### src/rtl/highest_common_factor.sv
`default_nettype none
// ============================================================================
//  Module      : highest_common_factor
//  Description : Iterative greatest-common-divisor engine for two unsigned
//                N-bit operands. Uses subtractive Euclid, one subtraction per
//                clock, behind a start/done handshake.
//  Ports       : clk   - rising-edge clock
//                rst   - synchronous active-high reset
//                start - request pulse, sampled only while idle
//                in1   - first operand, captured on the accepted start edge
//                in2   - second operand, captured on the accepted start edge
//                busy  - high while a computation is in progress
//                done  - one-cycle pulse when hcf takes a new result
//                hcf   - last computed result, held between computations
//  Revision    : 1.0 - initial release
// ============================================================================
module highest_common_factor #(
    parameter int N = 8
) (
    input  logic         clk,
    input  logic         rst,
    input  logic         start,
    input  logic [N-1:0] in1,
    input  logic [N-1:0] in2,
    output logic         busy,
    output logic         done,
    output logic [N-1:0] hcf
);

    localparam logic [0:0] S_IDLE = 1'b0;
    localparam logic [0:0] S_CALC = 1'b1;

    logic [0:0]   r_state;
    logic [0:0]   w_state_next;
    logic [N-1:0] r_a;
    logic [N-1:0] r_b;
    logic [N-1:0] r_hcf;
    logic         r_done;
    logic         w_finish;
    logic [N-1:0] w_result;

    // ------------------------------------------------------------------
    // State register
    // ------------------------------------------------------------------
    always_ff @(posedge clk) begin
        if (rst) begin
            r_state <= S_IDLE;
        end else begin
            r_state <= w_state_next;
        end
    end

    // ------------------------------------------------------------------
    // Next-state and termination decode. The termination tests are
    // ordered so a zero operand wins over the equality test; this gives
    // hcf(0,0)=0 and hcf(0,x)=x without a special case.
    // ------------------------------------------------------------------
    always_comb begin
        w_state_next = r_state;
        w_finish     = 1'b0;
        w_result     = r_a;
        case (r_state)
            S_IDLE: begin
                if (start) begin
                    w_state_next = S_CALC;
                end
            end
            S_CALC: begin
                if (r_a == '0) begin
                    w_finish = 1'b1;
                    w_result = r_b;
                end else if ((r_b == '0) || (r_a == r_b)) begin
                    w_finish = 1'b1;
                    w_result = r_a;
                end
                if (w_finish) begin
                    w_state_next = S_IDLE;
                end
            end
            default: begin
                w_state_next = S_IDLE;
            end
        endcase
    end

    // ------------------------------------------------------------------
    // Datapath: operand capture, subtract-the-smaller step, result latch.
    // Only the larger operand is reduced, so the subtraction never wraps.
    // ------------------------------------------------------------------
    always_ff @(posedge clk) begin
        if (rst) begin
            r_a    <= '0;
            r_b    <= '0;
            r_hcf  <= '0;
            r_done <= 1'b0;
        end else begin
            r_done <= w_finish;
            if (r_state == S_IDLE) begin
                if (start) begin
                    r_a <= in1;
                    r_b <= in2;
                end
            end else if (w_finish) begin
                r_hcf <= w_result;
            end else if (r_a > r_b) begin
                r_a <= r_a - r_b;
            end else begin
                r_b <= r_b - r_a;
            end
        end
    end

    // ------------------------------------------------------------------
    // Outputs
    // ------------------------------------------------------------------
    always_comb begin
        busy = (r_state == S_CALC);
        done = r_done;
        hcf  = r_hcf;
    end

endmodule
`default_nettype wire

### config.mk
export PLATFORM = sky130hd
export DESIGN_NAME = highest_common_factor
export DESIGN_NICKNAME = d
export VERILOG_FILES = /design/src/rtl/highest_common_factor.sv
export SDC_FILE = /design/constraint.sdc
export NUM_CORES = 1
export LEC_CHECK = 0
export BUFFER_PORTS_ARGS = -buffer_cell sky130_fd_sc_hd__buf_4
export CORE_MARGIN = 1
export CORE_UTILIZATION = 57
export CTS_CLUSTER_DIAMETER = 30
export DETAILED_ROUTE_END_ITERATION = 6
export HOLD_SLACK_MARGIN = 0.1
export PLACE_DENSITY = 0.79
export SLEW_MARGIN = 5
export SYNTH_ARGS = -nofsm -noshare
export SYNTH_HDL_FRONTEND = slang
export SYNTH_SLANG_ARGS = --single-unit
### constraint.sdc
create_clock -name clk -period 3 [get_ports clk]
set_input_delay 0.3 -clock clk [delete_from_list [all_inputs] [get_ports clk]]
set_output_delay 0.3 -clock clk [all_outputs]
set_load 0.02 [all_outputs]
==> impl_results.rst <==
.. list-table::
   :header-rows: 1

   * - Metric
     - Value
   * - Fraction of post-synthesis cell area in the top cell type by area
     - 0.2554
   * - Diode count
     - 0
   * - Fill count
     - 296
   * - Global-route congestion overflow total
     - 0
   * - Final setup margin
     - 0.4008 ns
   * - Mean number of vias per cell
     - 6.173
   * - Number of antenna violations at the first check in global routing
     - 0
   * - CTS HTree Levels
     - 1
   * - Hold slack
     - 0.2583 ns
   * - Number of sinks driven by the clock tree
     - 26
   * - Post-detailed-placement half-perimeter wirelength
     - 3802 um
   * - Average wire per cell in the routed design
     - 15.85 um
   * - Final cell utilization of the core
     - 0.6770
   * - Clk pin slew, worst setup/hold paths
     - 0.14 ns
   * - Total iterations of the first detailed-routing run
     - 4
   * - Most frequent cell after synthesis
     - sky130_fd_sc_hd__a211oi_1
   * - Count of instances resized after the clock tree is built
     - 0
   * - Vias after detailed routing
     - 2,000
   * - Status
     - finished, final reports clean
   * - Overall power consumption
     - 2.961 mW
   * - Final weighted congestion of routability-driven global placement
     - 0.9076
   * - Grt peak-use layer
     - met2
   * - First DRT Iteration DRCs
     - 96
   * - Final hold violations
     - 0
   * - Synth top area cells
     - sky130_fd_sc_hd__dfxtp_1 26%, sky130_fd_sc_hd__a211oi_1 11%, sky130_fd_sc_hd__ha_1 9.2%
   * - Startpoint-to-endpoint class of the critical path
     - reg2reg
   * - Slew Limit Headroom
     - 0.5592
   * - Met3 track demand over resource in global routing
     - 0.01656
   * - Pin count of the biggest net entering global routing
     - 27
   * - Final non-filler cell area
     - 0.002295 mm^2
   * - Wire length reported by the detailed router
     - 5134 um
   * - Clock buffer count from CTS
     - 3
   * - Number of distinct standard cells referenced by the synthesized netlist
     - 47
   * - First-pass GRT wire length
     - 7838 um
   * - Width of the chip
     - 61.80 um
   * - Mean instance size in the synthesized netlist
     - 7.900 um^2
   * - Met2 GRT Util
     - 0.4301
   * - Post-synth net total
     - 294
   * - Final Max Tran Viols
     - 0
   * - Vert. Die Dim
     - 61.80 um
   * - Endpoint class of the critical path
     - flop
   * - Total Negative Setup Slacks
     - 0 ns
   * - Cell type with the highest aggregate area in the netlist
     - sky130_fd_sc_hd__dfxtp_1
   * - Post-synthesis cell count
     - 258
   * - Power Density
     - 1291 mW/mm^2
   * - Largest clock skew in the final design
     - 0.007085 ns
   * - Number of placed cells counting well taps
     - 320
   * - Pin slew with the least headroom to its limit
     - 0.6573 ns
   * - Max-cap violations
     - 0
   * - Starting density of the core
     - 0.6013
   * - Data arrival time of the critical path
     - 2.85 ns
   * - Insertion delay to the later sink of the worst-skew pair
     - 0.33 ns
   * - Synth Flop Type
     - sky130_fd_sc_hd__dfxtp_1
   * - Portion of the post-synthesis area used by sequential elements
     - 0.2554
   * - Setup Viol. Count Final
     - 0
   * - Leakage
     - 0.9293 nW
   * - Number of synthesized flops with an enable pin
     - 0
   * - Area added between synthesis and finish
     - 12.58%
   * - CP Data Required Time
     - 3.25 ns
   * - Core region area
     - 0.003390 mm^2
   * - Non-Filler Instances
     - 324
   * - Full die area
     - 0.003819 mm^2
   * - Setup Buffers After CTS
     - 0
   * - Netlist area before placement
     - 0.002038 mm^2
   * - Root buffer selected by CTS
     - sky130_fd_sc_hd__clkbuf_4
   * - Number of remaining DRC errors
     - 0
   * - Port buffer count
     - 28
   * - Crit start category
     - flop
   * - Global Route Usage Sum
     - 0.2822
   * - Post-synthesis sequential element count
     - 26
   * - Post-route antenna net violation count
     - 0
   * - Number of buffers on the longest clock path
     - 2
   * - CTS tree
     - yes
   * - Most frequent cells after synthesis
     - 30 x sky130_fd_sc_hd__a211oi_1, 28 x sky130_fd_sc_hd__a21oi_1, 26 x sky130_fd_sc_hd__dfxtp_1, 25 x sky130_fd_sc_hd__inv_1, 25 x sky130_fd_sc_hd__nor2_1
   * - GR met1 Demand/Resource
     - 0.4239
   * - Peak ir drop on the vdd network
     - 0.0007105 V
   * - Vias in the first global route
     - 1,631
   * - Placed instance area
     - 0.002242 mm^2
   * - Final min period
     - 2.599 ns
   * - Final clock period utilization by the worst path
     - 0.8664
   * - Async SR Flop Fraction
     - 0
   * - Max Clock Freq
     - 384.7 MHz
   * - Top fanout value on the critical path
     - 9
   * - Hold buffer count at cts
     - 0
   * - Setup WS pre-CTS
     - 0.4913 ns
   * - I/O pins
     - 29
   * - Setup repair after global routing missed its margin
     - no
   * - Fraction of final layout cells with drive strength greater than 1
     - 0.1763
   * - Floorplan row count
     - 21
   * - Worst min-delay path class
     - in2reg
   * - Synth warnings
     - 0
   * - Final Net Count
     - 315
==> critical path, cell delays in order (launching register included) <==
cell                       delay (ns)
sky130_fd_sc_hd__dfxtp_1         0.47
sky130_fd_sc_hd__inv_1           0.07
sky130_fd_sc_hd__ha_1            0.22
sky130_fd_sc_hd__fa_1            0.37
sky130_fd_sc_hd__and2b_1         0.28
sky130_fd_sc_hd__o211ai_1        0.16
sky130_fd_sc_hd__and3b_1         0.32
sky130_fd_sc_hd__a21o_1          0.34
sky130_fd_sc_hd__a221oi_2        0.27
==> layer usage <==
metal / routed length, um / vias to the layer above / share of wire
met5: 0 / - / 0
met4: 118 / 0 / 0.023
met3: 395 / 11 / 0.077
met2: 2261 / 88 / 0.44
met1: 2358 / 912 / 0.46
li1: - / 989 / -
==> sequential cells by signal (all words and copies together) (netlist names) <==
| signal | cells |
|---|---|
| busy | 1 |
| r_a | 8 |
| hcf | 8 |
| done | 1 |
| r_b | 8 |
==> layout by cell type, fill, tap and decap left out, types with 3 or more instances in the layout <==
master and n:
sky130_fd_sc_hd__nand3_1 5, sky130_fd_sc_hd__inv_1 25, sky130_fd_sc_hd__a31oi_1 4, sky130_fd_sc_hd__a21oi_1 28, sky130_fd_sc_hd__nor4bb_1 4, sky130_fd_sc_hd__o21ai_0 11
sky130_fd_sc_hd__nand2_1 7, sky130_fd_sc_hd__nor3_1 9, sky130_fd_sc_hd__and3_1 3, sky130_fd_sc_hd__dfxtp_1 26, sky130_fd_sc_hd__or4_1 4, sky130_fd_sc_hd__nor2b_1 5
sky130_fd_sc_hd__a211oi_1 30, sky130_fd_sc_hd__buf_4 30, sky130_fd_sc_hd__ha_1 15, sky130_fd_sc_hd__clkbuf_4 3, sky130_fd_sc_hd__nor2_1 25, sky130_fd_sc_hd__a21o_1 4
==> cell type report <==
class | instances | area (um^2) | share of cell area
clock buffers | 3 | 22.52 | 0.009815
clock inverters | 1 | 30.03 | 0.01309
inverters | 25 | 93.84 | 0.04089
multi-input cells | 193 | 1345 | 0.5862
flip-flops and latches | 26 | 520.5 | 0.2268
well taps | 46 | 57.56 | 0.02508
repair buffers | 30 | 225.2 | 0.09815
==> path summary, 6_finish.rpt <==
check	start	to	slack, ns	cells after the start
worst max register to register	r_a[0]$_SDFFE_PP0P_	r_b[5]$_SDFFE_PP0P_	0.40	8
worst min-delay path	in2[7]	r_b[7]$_SDFFE_PP0P_	0.26	3
worst max-delay path	r_a[0]$_SDFFE_PP0P_	r_b[5]$_SDFFE_PP0P_	0.40	8
worst min register to register	hcf[6]$_SDFFE_PP0P_	hcf[6]$_SDFFE_PP0P_	0.51	2
==> logic make-up (layout without fill, tap and decap cells) <==
| kind of cell | Yosys count | after routing | synth area share |
|---|---|---|---|
| AOI/OAI and AO/OA | 96 | 96 | 0.3217 |
| and+or+nand+nor | 78 | 78 | 0.2173 |
| buffers and inverters | 39 | 59 | 0.08471 |
| DFF | 26 | 26 | 0.2554 |
| adders and majority gates | 17 | 17 | 0.1117 |
| xor gates and xnor gates | 1 | 1 | 0.004298 |
| muxes | 1 | 1 | 0.004911 |
==> where the power goes <==
part           internal [mW]  switching, mW  leakage (nW)  total, mW
Combinational          0.815           1.26         0.687       2.07
Clock                  0.135          0.107        0.0279      0.242
Sequential             0.482          0.166         0.214      0.648
Note: power is estimated with default switching activity, not from simulation.
